**src/rtl/pc_fetch_unit_if.sv**
```systemverilog
// Instruction-memory fetch handshake between the PC/fetch unit (master) and instruction memory (slave).
interface pc_fetch_unit_if;
  logic        imem_req_o;
  logic [31:0] imem_addr_o;
  logic        imem_ready_i;

  modport master (
    output imem_req_o,
    output imem_addr_o,
    input  imem_ready_i
  );

  modport slave (
    input  imem_req_o,
    input  imem_addr_o,
    output imem_ready_i
  );
endinterface

```
**src/rtl/pc_fetch_unit.sv**
```systemverilog
// PC owner for the multicycle datapath: fetch handshake, PC/IPC registers, next-PC redirects.
// Optional PC_ALIGN_CHECK_EN adds adel_o and blocks misaligned redirect targets.
module pc_fetch_unit #(
  parameter logic [31:0] RESET_PC    = 32'h0000_3000,
  parameter logic [31:0] LINK_OFFSET = 32'd4
) (
  input  logic                   clk,
  input  logic                   reset,
  pc_fetch_unit_if.master        imem,
  input  logic                   fetch_req_i,
  input  logic                   pc_wr_i,
  input  logic [1:0]             npc_sel_i,
  input  logic                   branch_take_i,
  input  logic [31:0]            ext_imm16_i,
  input  logic [31:0]            ext_imm26_i,
  input  logic [31:0]            rs_val_i,
  output logic                   fetch_done_o,
  output logic                   busy_o,
  output logic [31:0]            pc_o,
  output logic [31:0]            ipc_o,
  output logic [31:0]            link_o
`ifdef PC_ALIGN_CHECK_EN
  ,
  output logic                   adel_o
`endif
);

  localparam logic [1:0] IDLE = 2'd0;
  localparam logic [1:0] REQ  = 2'd1;
  localparam logic [1:0] DONE = 2'd2;

  logic [1:0]  state_q, state_d;
  logic [31:0] pc_q, pc_d;
  logic [31:0] ipc_q, ipc_d;
  logic [31:0] redirectTarget;
  logic        redirectReq;
  logic        redirectLoad;
  logic        fetchStart;
  logic        unusedImm26Bits;

  // The upper nibble of the jump field is always replaced by the IPC region bits.
  assign unusedImm26Bits = ^ext_imm26_i[31:28];

  // Every target is formed relative to the instruction currently in IR.
  always_comb begin
    redirectTarget = pc_q;
    case (npc_sel_i)
      2'b01: if (branch_take_i) redirectTarget = ipc_q + 32'd4 + (ext_imm16_i << 2);
      2'b10: redirectTarget = {ipc_q[31:28], ext_imm26_i[27:0]};
      2'b11: redirectTarget = rs_val_i;
      default: redirectTarget = pc_q;
    endcase
  end

  assign redirectReq = (state_q == IDLE) && pc_wr_i;

`ifdef PC_ALIGN_CHECK_EN
  logic adel_q, adel_d;
  logic misaligned;
  logic adelSet;

  assign misaligned   = (redirectTarget[1:0] != 2'b00);
  assign adelSet      = redirectReq && misaligned;
  assign redirectLoad = redirectReq && !misaligned;
  // A fault raised on this edge also suppresses a fetch requested on the same edge.
  assign fetchStart   = (state_q == IDLE) && fetch_req_i && !adel_q && !adelSet;
  assign adel_d       = adel_q | adelSet;
  assign adel_o       = adel_q;

  always_ff @(posedge clk or posedge reset) begin
    if (reset) begin
      adel_q <= 1'b0;
    end else begin
      adel_q <= adel_d;
    end
  end
`else
  assign redirectLoad = redirectReq;
  assign fetchStart   = (state_q == IDLE) && fetch_req_i;
`endif

  always_comb begin
    state_d = state_q;
    pc_d    = pc_q;
    ipc_d   = ipc_q;
    case (state_q)
      IDLE: begin
        if (redirectLoad) pc_d = redirectTarget;
        if (fetchStart) state_d = REQ;
      end
      REQ: begin
        if (imem.imem_ready_i) begin
          ipc_d   = pc_q;
          pc_d    = pc_q + 32'd4;
          state_d = DONE;
        end
      end
      DONE:    state_d = IDLE;
      default: state_d = IDLE;
    endcase
  end

  always_ff @(posedge clk or posedge reset) begin
    if (reset) begin
      state_q <= IDLE;
      pc_q    <= RESET_PC;
      ipc_q   <= RESET_PC;
    end else begin
      state_q <= state_d;
      pc_q    <= pc_d;
      ipc_q   <= ipc_d;
    end
  end

  assign imem.imem_req_o  = (state_q == REQ);
  assign imem.imem_addr_o = pc_q;
  assign fetch_done_o     = (state_q == DONE);
  assign busy_o           = (state_q != IDLE);
  assign pc_o             = pc_q;
  assign ipc_o            = ipc_q;
  assign link_o           = ipc_q + LINK_OFFSET;

endmodule
```
**src/flat_wrapper.sv**
```systemverilog
// flat-port wrapper written by rule: the top's interface ports become plain ports
module pc_fetch_unit_flat 
#(
  parameter logic [31:0] RESET_PC    = 32'h0000_3000,
  parameter logic [31:0] LINK_OFFSET = 32'd4
)
  (clk, reset, fetch_req_i, pc_wr_i, npc_sel_i, branch_take_i, ext_imm16_i, ext_imm26_i, rs_val_i, fetch_done_o, busy_o, pc_o, ipc_o, link_o, imem_imem_req_o, imem_imem_addr_o, imem_imem_ready_i);
  pc_fetch_unit_if imem_i ();
  input  logic clk;
  input  logic reset;
  input  logic fetch_req_i;
  input  logic pc_wr_i;
  input  logic [1:0] npc_sel_i;
  input  logic branch_take_i;
  input  logic [31:0] ext_imm16_i;
  input  logic [31:0] ext_imm26_i;
  input  logic [31:0] rs_val_i;
  output logic fetch_done_o;
  output logic busy_o;
  output logic [31:0] pc_o;
  output logic [31:0] ipc_o;
  output logic [31:0] link_o;
  output wire logic [$bits(imem_i.imem_req_o)-1:0] imem_imem_req_o;
  output wire logic [$bits(imem_i.imem_addr_o)-1:0] imem_imem_addr_o;
  input wire logic [$bits(imem_i.imem_ready_i)-1:0] imem_imem_ready_i;
  assign imem_imem_req_o = imem_i.imem_req_o;
  assign imem_imem_addr_o = imem_i.imem_addr_o;
  assign imem_i.imem_ready_i = imem_imem_ready_i;
  pc_fetch_unit #(.RESET_PC(RESET_PC), .LINK_OFFSET(LINK_OFFSET)) u_core (.clk(clk), .reset(reset), .imem(imem_i), .fetch_req_i(fetch_req_i), .pc_wr_i(pc_wr_i), .npc_sel_i(npc_sel_i), .branch_take_i(branch_take_i), .ext_imm16_i(ext_imm16_i), .ext_imm26_i(ext_imm26_i), .rs_val_i(rs_val_i), .fetch_done_o(fetch_done_o), .busy_o(busy_o), .pc_o(pc_o), .ipc_o(ipc_o), .link_o(link_o));
endmodule
```
**config.mk**
```make
export PLATFORM = sky130hd
export DESIGN_NAME = pc_fetch_unit_flat
export DESIGN_NICKNAME = d
export VERILOG_FILES = /design/src/rtl/pc_fetch_unit_if.sv /design/src/rtl/pc_fetch_unit.sv /design/src/flat_wrapper.sv
export SDC_FILE = /design/constraint.sdc
export NUM_CORES = 1
export LEC_CHECK = 0
export CORE_MARGIN = 2
export CORE_UTILIZATION = 40
export CTS_CLUSTER_SIZE = 14
export DETAILED_ROUTE_END_ITERATION = 10
export MAX_ROUTING_LAYER = met4
export PLACE_DENSITY_LB_ADDON = 0.15
export SLEW_MARGIN = 10
export SYNTH_ARGS = -nofsm -noshare
export SYNTH_HDL_FRONTEND = slang
export SYNTH_SLANG_ARGS = --single-unit
```
**constraint.sdc**
```tcl
create_clock -name clk -period 4.63 [get_ports clk]
set_input_delay 0.926 -clock clk [delete_from_list [all_inputs] [get_ports clk]]
set_output_delay 0.926 -clock clk [all_outputs]
set_load 0.01 [all_outputs]
```
; ---- Word level (Yosys, flattened, before mapping)
; Cells that the tools add are included.
[totals]
input_bits = 104
mem_count = 0
ff_bits = 66
latchBits = 0
romBits = 0
ramBits = 0
elab_cells = 32
output_inout_bits = 131
[op_classes]
n_reduce_logical = 8
shifts = 0
mux = 8
n_lt_le_gt_ge = 0
mul = 0
eq_ne = 10
add_sub_neg = 3
n_div = 0
bitwise = 0
[ops]
columns = op, n
row1 = $mux W32, 3
row2 = $pmux W32 S3, 1
row3 = $add A32 B3 Y32 const B, 2
row4 = $pmux W32 S2, 1
row5 = $add A32 B32 Y32, 1
row6 = $eq A2 B2 Y1 const B, 3
row7 = $ne A2 B1 Y1 const B, 3
row8 = $reduce_and A5 Y1, 1
row9 = $eq A2 B1 Y1 const B, 2
row10 = $mux W2, 2
row11 = $ne A4 B4 Y1 const B, 1
row12 = $pmux W2 S2, 1
row13 = $reduce_and A2 Y1, 2
row14 = $reduce_bool A2 Y1, 2
row15 = $ne A3 B3 Y1 const B, 1
row16 = $logic_and A1 B1 Y1, 2
row17 = $logic_not A2 Y1, 1

; ---- Depth between registers and ports, before layout
; Gate-level depths: netlist (run 1).
[logic_depth]
word_depth = 6
ltp_mapped = 15
mapped_depth_nobuf = 14

; ---- Least setup slack after synthesis (run 1)
; OpenSTA, ideal clock, no wires.
[synth_timing]
kind = register to register
start = reg u_core.ipc_q[12] (netlist: u_core.ipc_o[12])
end = reg u_core.pc_q[27] (netlist: u_core.imem.imem_addr_o[27])
arrival_time_ns = 3.329
required_time_ns = 4.504
stages_incl_launch_ff = 16
synth_period_minus_slack_ns = 3.456
path_buffers = 1
setup_ns = 0.126
slack_ns = 1.174
path_cell_list = dfstp_2 -> nand4_1 -> nor3_1 -> and3b_1 -> buf_2 -> nand2_1 -> xnor2_1 -> ha_1 -> a21oi_1 -> a21boi_0 -> o22ai_1 -> nor2_1 -> a21oi_1 -> nor4_1 -> nor3_1 -> o32a_1
[synth_via]
elab_chain_len = 6
[synth_rtl]
columns = element, line
row1 = from (decl), pc_fetch_unit.sv:34  ; logic [31:0] ipc_q, ipc_d;
row2 = from (signal assigned), pc_fetch_unit.sv:111  ; ipc_q <= ipc_d;
row3 = $add A32 B3 Y32, -
row4 = via link_o[21], flat_wrapper.sv:22  ; output logic [31:0] link_o;
row5 = $add A32 B32 Y32, pc_fetch_unit.sv:48  ; 2'b01: if (branch_take_i) redirectTarget = ipc_q + 32'd4 + (ext_imm16_i << 2);
row6 = $mux W32, pc_fetch_unit.sv:48
row7 = $pmux W32 S3, pc_fetch_unit.sv:47  ; case (npc_sel_i)
row8 = $mux W32, pc_fetch_unit.sv:88  ; if (redirectLoad) pc_d = redirectTarget;
row9 = $pmux W32 S2, pc_fetch_unit.sv:86  ; case (state_q)
row10 = to (signal assigned), pc_fetch_unit.sv:110  ; pc_q <= pc_d;
row11 = to (decl), pc_fetch_unit.sv:33  ; logic [31:0] pc_q, pc_d;
; The timed path passes the listed nets, and every way through them passes these cells. The select of a mux whose other input is x is not followed.
; A chain may end at the register's enable or synchronous reset.

; ---- Final worst setup path (run 1)
[layout_timing]
start = reg u_core.ipc_q[12] (netlist: u_core.ipc_o[12])
end = reg u_core.pc_q[31] (netlist: u_core.imem.imem_addr_o[31])
[layout_via]
elab_chain_len = 6
[layout_rtl]
columns = element, line
row1 = $add A32 B3 Y32, pc_fetch_unit.sv:48
row2 = $add A32 B32 Y32, pc_fetch_unit.sv:48
row3 = $mux W32, pc_fetch_unit.sv:48
row4 = $pmux W32 S3, pc_fetch_unit.sv:47
row5 = $mux W32, pc_fetch_unit.sv:88
row6 = $pmux W32 S2, pc_fetch_unit.sv:86
; No other way between the ends. The select of a mux whose other input is x is not followed.

==> impl_metrics.ini, run 1 <==
[synthesis]
yosysSeqAreaShare_pct = 28.2
yosys.area.top_type = dfrtp_1
synthTopCellsByCount = 145 x nand2_1, 76 x a21oi_1, 62 x dfrtp_1
synthDistinctLibCells = 67
synth.top_cells.by_area = dfrtp_1 26%, nand2_1 9.3%, ha_1 8.1%, a21oi_1 6.5%, xnor2_1 5.1%
mapped_cells = 762
yosys_warnings = 0
synth_top_flop_cell = dfrtp_1
synth-seq-cells = 66
netlist.area_leader.share_pct = 26.4
synth_nets = 905
mappedNetlistArea_sq_mm = 0.00588
synth.most_common_cell = nand2_1
postSynth.asyncResetShare_pct = 100
synth_enable_flop_cells = 0
synthesis.area_per_instance_sq_um = 7.71

[clock_tree]
cts_root_buffer = clkbuf_16
tritoncts = built
worstSkewPairLatency_ns = 0.35
ctsResizeCount = 0
ctsLongestPathBuffers = 2
hold_buffers = 0
cts_max_level = 3
post_cts.repair.setup_buffers = 0
clk_transition_reported_paths_ns = 0.06
tritoncts_num_sinks = 66
numCtsBuffers = 9

[cells_and_area]
fraction_of_layout_cells_with_a_size_suffix_above_1_pct = 5.04
antenna_cells_inserted = 0
final_net_count = 1091
post_route_core_utilization_pct = 58.3
area_delta_synth_final_pct = 43.1

[setup_path]
critical_path_peak_fanout = 6
critical_path_arrival_ns = 4.22
timing.critical_path.from_type = flip-flop
worstReg2RegStart = u_core.ipc_o[12]
cp-startpoint = u_core.ipc_o[12]
critical_path.endpoint_type = flip-flop
cp_data_required_time_ns = 4.87
criticalPathCategory = flip-flop to flip-flop

[timing]
fmax_ghz = 0.251
fin_tns_setup_ns = 0
grt_setup_unrepaired = no
final-hold-violation-count = 0
tightest_slew_ns = 0.804
maxSlewHeadroom_pct = 46.1
final_min_period_over_clock_period_pct = 86.1
report.final.slew_viol_count = 0
skew_ns = 0.0103
finalCriticalPeriod_ns = 3.99
setup_viol_count_final = 0

[power_and_ir_drop]
worst_ir_drop_vdd_v = 0.000423
cellPowerDensity_mw_per_mm2 = 676
p_leak_nw = 3.55

[global_routing]
grt_use_met1_pct = 34.8
grt_util_met3_pct = 5.65
global_route.usage.total_pct = 27.3
first_global_vias = 6228
pin_count_of_the_biggest_net_entering_global_routing = 38
antenna_found_initial = 0
grt_first_pass_wirelength_mm = 33.1
grt_overflow = 0
globalRouteMet2Util_pct = 44.4
globalRoute.busiestLayer = met2

[placement]
dp_hpwl_mm = 15.7
globalplace.congestion = 0.862
place.port_buffers = 228

[route]
drtAntennaViolNets = 0
dr_total_vias = 6400
first_pass_iters = 6
drt-vias-per-instance = 5.63
drcViolationCount = 0
wl_per_cell_um = 18.5
wirelength_mm = 21.1
detail_route.iter0.violations = 513

[die]
io-pin-count = 235
placement_rows = 44
dieHeight_um = 125
die_area_sq_mm = 0.0157
effective_utilization_at_floorplan_pct = 40.8
coreArea_sq_mm = 0.0144
die_w_um = 125

[status]
result_of_the_run = finished clean

[job]
max_cap_violations = 0

[worst_hold_path]
holdCritPathClass = flip-flop to flip-flop
hold_path_startpoint = u_core.ipc_o[13]
-- logic make-up (layout without fill, tap and decap cells) --
group | count (synthesis) | count (layout) | share of synthesized area [%]
and+or+nand+nor | 298 | 298 | 23.7
AOI/OAI and AO/OA | 222 | 222 | 24.2
buffers and inverters | 87 | 278 | 7.96
DFF | 66 | 66 | 28.2
xor gates and xnor gates | 47 | 47 | 7.00
adders and majority gates | 39 | 39 | 8.43
muxes | 3 | 3 | 0.511
-- metal layers --
layer  vias to the layer above  routed length (um)
met3                        33                1550
met4                         0                 434
met1                      3003                9000
met5                         -                   0
li1                       3094                   -
met2                       270               10100
-- metrics by stage --
| stage | area (sq um) | total power [mW] | hold slack, ns | setup WS (ns) | instances |
|---|---|---|---|---|---|
| after floorplan | 5880 | 3.34 | 0.483 | 1.17 | 762 |
| after global placement | 8100 | 4.91 | 0.480 | 0.666 | 1121 |
| after detailed placement | 8100 | 4.94 | 0.488 | 0.647 | 1121 |
| after CTS | 8410 | 5.70 | 0.497 | 0.690 | 1137 |
| after global routing | 8410 | 6.08 | 0.521 | 0.308 | 1137 |
| final | 8410 | 5.68 | 0.497 | 0.642 | 1137 |
-- worst max-delay path, stage by stage, from the launching register on --
cell and delay, ns:
dfstp_2 0.59, nand4_1 0.18, nor3_1 0.21, buf_4 0.16, and3b_1 0.34, nand2_1 0.11, xnor2_1 0.19, ha_1 0.32
a21oi_1 0.21, a21boi_0 0.29, o22ai_1 0.13, nor2_1 0.21, a21oi_1 0.16, o31ai_1 0.45, mux2i_1 0.24, a21oi_1 0.08
-- area by class of cell --
type	count	area (sq um)
Clock buffer	12	256
Clock inverter	4	50.0
Fill cell	1394	6010
Inverter	20	75.1
Multi-Input combinational cell	609	3750
Sequential cell	66	1660
Tap cell	184	230
Timing Repair Buffer	242	2390
-- state kept, by name (all words and copies together), names as in the netlist --
register	count
u_core.imem.imem_addr_o	32
u_core.ipc_o	32
u_core.state_q	2
-- worst paths after layout --
path                                                to  slack (ns)  cells past startpoint
max                        u_core.imem.imem_addr_o[31]        0.64                     15
min                                   u_core.ipc_o[13]        0.50                      2
max reg2reg                u_core.imem.imem_addr_o[31]        0.64                     15
min reg2reg                           u_core.ipc_o[13]        0.50                      2
max in group asynchronous   u_core.imem.imem_addr_o[7]        2.66                      3
min in group asynchronous             u_core.ipc_o[11]        1.00                      2
-- layout by cell type, fill, tap and decap left out, drive strengths merged, types with 4 or more instances in the layout --
cell type,count
o22ai,5
clkbuf,12
nor2,49
or2,4
a221o,5
ha,38
o21a,4
nor2b,9
clkdlybuf4s50,228
and3,14
nand3,26
nor3,9
a21o,8
nand4,19
nand2,145
o211ai,4
a31oi,9
and2,5
xnor2,34
buf,14
o21bai,5
dfstp,4
and4,5
inv,18
xor2,13
o21ai,47
or3,4
dfrtp,62
o31ai,7
a21oi,77
a221oi,22
a22oi,4
-- where the power goes --
part / switching (mW) / internal [mW]
Sequential: 0.522 / 0.867
Combinational: 1.73 / 1.84
Clock: 0.275 / 0.446
Total: 2.53 / 3.16
(Power assumes the default switching activity.)
==> run 2, diff against run 1 <==
--- a/config.mk
+++ b/config.mk
@@ -9,9 +9,8 @@
 export CORE_UTILIZATION = 40
 export CTS_CLUSTER_SIZE = 14
 export DETAILED_ROUTE_END_ITERATION = 10
-export MAX_ROUTING_LAYER = met4
 export PLACE_DENSITY_LB_ADDON = 0.15
-export SLEW_MARGIN = 10
+export SLEW_MARGIN = 15
 export SYNTH_ARGS = -nofsm -noshare
 export SYNTH_HDL_FRONTEND = slang
 export SYNTH_SLANG_ARGS = --single-unit
==> impl_metrics.ini, run 2 (synthesis gave the netlist of run 1 again) <==
[status]
result_of_the_run = finished clean

[clock_tree]
worstSkewPairLatency_ns = 0.35
tritoncts_num_sinks = 66
tritoncts = built
ctsLongestPathBuffers = 2
cts_max_level = 3
clk_transition_reported_paths_ns = 0.06
numCtsBuffers = 9
post_cts.repair.setup_buffers = 0
hold_buffers = 0
ctsResizeCount = 0
cts_root_buffer = clkbuf_16

[cells_and_area]
area_delta_synth_final_pct = 43.1
post_route_core_utilization_pct = 58.3
nFillCells = 1394
fraction_of_layout_cells_with_a_size_suffix_above_1_pct = 5.04
most_frequent_cells_in_the_layout = 228 x clkdlybuf4s50_1, 145 x nand2_1, 76 x a21oi_1
antenna_cells_inserted = 0
final_net_count = 1091
layout.cells.most_common = clkdlybuf4s50_1

[worst_hold_path]
worstHoldPathCells = 2
holdCritPathClass = flip-flop to flip-flop

[setup_path]
setup.worst_path.end = u_core.imem.imem_addr_o[31]
critical_path.endpoint_type = flip-flop
critical_path_peak_fanout = 6
cp_slowest_stage_delay_ns = 0.59
reg2reg_to = u_core.imem.imem_addr_o[31]
slowest_cell_on_crit_path = dfstp_2
cp-startpoint = u_core.ipc_o[12]
worstReg2RegStart = u_core.ipc_o[12]
timing.reg2reg.setup_slack_ns = 0.62
crit_chain = nand4_1 > nor3_1 > buf_4 > and3b_1 > nand2_1 > xnor2_1 > ha_1 > a21oi_1 > a21boi_0 > o22ai_1 > nor2_1 > a21oi_1 > o31ai_1 > mux2i_1 > a21oi_1
cp_data_required_time_ns = 4.87
timing.critical_path.from_type = flip-flop
criticalPathCategory = flip-flop to flip-flop
timing.critical_path.mode_cell = a21oi_1
critical_path_arrival_ns = 4.25
r2r_cells = 15

[route]
detail_route.iter0.violations = 486
route.layer.met1.wl_mm = 8.96
met3RoutedLength_mm = 1.55
drcViolationCount = 0
drt-vias-per-instance = 5.62
wirelength_mm = 21.0
first_pass_iters = 5
route.met2.wl_mm = 10.1
wl_per_cell_um = 18.5
top_metal_layer_carrying_routed_signals = met4
drtAntennaViolNets = 0
dr_total_vias = 6393

[die]
die_area_sq_mm = 0.0157
coreArea_sq_mm = 0.0144
dieHeight_um = 125
io-pin-count = 235
effective_utilization_at_floorplan_pct = 40.8
die_w_um = 125
placement_rows = 44

[timing]
grt_setup_unrepaired = no
finalCriticalPeriod_ns = 4.01
setup_viol_count_final = 0
final_min_period_over_clock_period_pct = 86.6
maxSlewHeadroom_pct = 45.8
report.final.slew_viol_count = 0
skew_ns = 0.00950
final-hold-violation-count = 0
fmax_ghz = 0.249
fin_tns_setup_ns = 0
tightest_slew_ns = 0.808

[power_and_ir_drop]
clock_power_share_pct = 12.7
intPower_mw = 3.16
cellPowerDensity_mw_per_mm2 = 676
sequentialPowerShare_pct = 24.4
switching_power_mw = 2.53
p_leak_nw = 3.55
worst_ir_drop_vdd_v = 0.000421
switching_share_pct = 44.5
power_frac_comb_pct = 62.9

[placement]
dp_hpwl_mm = 15.7
globalplace.congestion = 0.849
place.port_buffers = 228

[global_routing]
grt_overflow = 0
global_route.usage.total_pct = 26.5
first_global_vias = 6222
grt_first_pass_wirelength_mm = 33.1
antenna_found_initial = 0
pin_count_of_the_biggest_net_entering_global_routing = 38

[job]
max_cap_violations = 0
run 2: cell counts in the layout (fill, tap and decap cells not counted):
Identical to the previous run, type by type.
run 2: area by class of cell:
| class | count | area (sq um) | share of cell area (%) |
|---|---|---|---|
| Clock buffer | 12 | 256 | 3.05 |
| Tap cell | 184 | 230 | 2.74 |
| Inverter | 20 | 75.1 | 0.893 |
| Sequential cell | 66 | 1660 | 19.7 |
| Clock inverter | 4 | 50.0 | 0.595 |
| Timing Repair Buffer | 242 | 2390 | 28.4 |
| Multi-Input combinational cell | 609 | 3750 | 44.6 |
run 2: power by group through the flow:
stage                     sequential [mW]  combinational [mW]  clock, mW
after floorplan                      1.35                1.99          0
after global placement               1.38                3.53          0
after detailed placement             1.39                3.55          0
after global routing                 1.45                3.87      0.751
after CTS                            1.38                3.58      0.732
final                                1.39                3.57      0.721
run 2: metrics by stage:
step / std cells / hold WS [ns] / total power, mW / setup WS (ns) / area, sq um
floorplan: 762 / 0.483 / 3.34 / 1.17 / 5880
global placement: 1121 / 0.480 / 4.91 / 0.666 / 8100
detailed placement: 1121 / 0.488 / 4.94 / 0.647 / 8100
global route: 1137 / 0.521 / 6.08 / 0.308 / 8410
finish: 1137 / 0.495 / 5.68 / 0.620 / 8410
CTS: 1137 / 0.497 / 5.70 / 0.690 / 8410
run 2: worst min-delay path by stage:
stage,to,from
after floorplan,u_core.state_q[0],u_core.state_q[1]
after global placement,u_core.ipc_o[13],u_core.ipc_o[13]
after detailed placement,u_core.ipc_o[13],u_core.ipc_o[13]
after CTS,u_core.ipc_o[13],u_core.ipc_o[13]
after global routing,u_core.ipc_o[13],u_core.ipc_o[13]
final,u_core.ipc_o[13],u_core.ipc_o[13]
run 2: routing by layer:
metal / global-route usage [%] / vias to the layer above
li1: - / 3090
met1: 34.5 / 3005
met2: 44.5 / 268
met3: 6.08 / 30
met4: 7.19 / 0
met5: 0 / -
run 2: critical path, delay by kind of cell, from the launching register on:
kind                       cells  cell delay, ns
adders and majority gates      1            0.32
muxes                          1            0.24
AOI/OAI and AO/OA              6            1.33
and+or+nand+nor                5            1.05
DFF                            1            0.59
buffers and inverters          1            0.16
xor gates and xnor gates       1            0.19
==> run 3, diff against run 2 <==
--- a/config.mk
+++ b/config.mk
@@ -7,6 +7,7 @@
 export LEC_CHECK = 0
 export CORE_MARGIN = 2
 export CORE_UTILIZATION = 40
+export CTS_CLUSTER_DIAMETER = 30
 export CTS_CLUSTER_SIZE = 14
 export DETAILED_ROUTE_END_ITERATION = 10
 export PLACE_DENSITY_LB_ADDON = 0.15
==> results of run 3 <==
Final layout, timing and power as in run 2 (identical DEF).
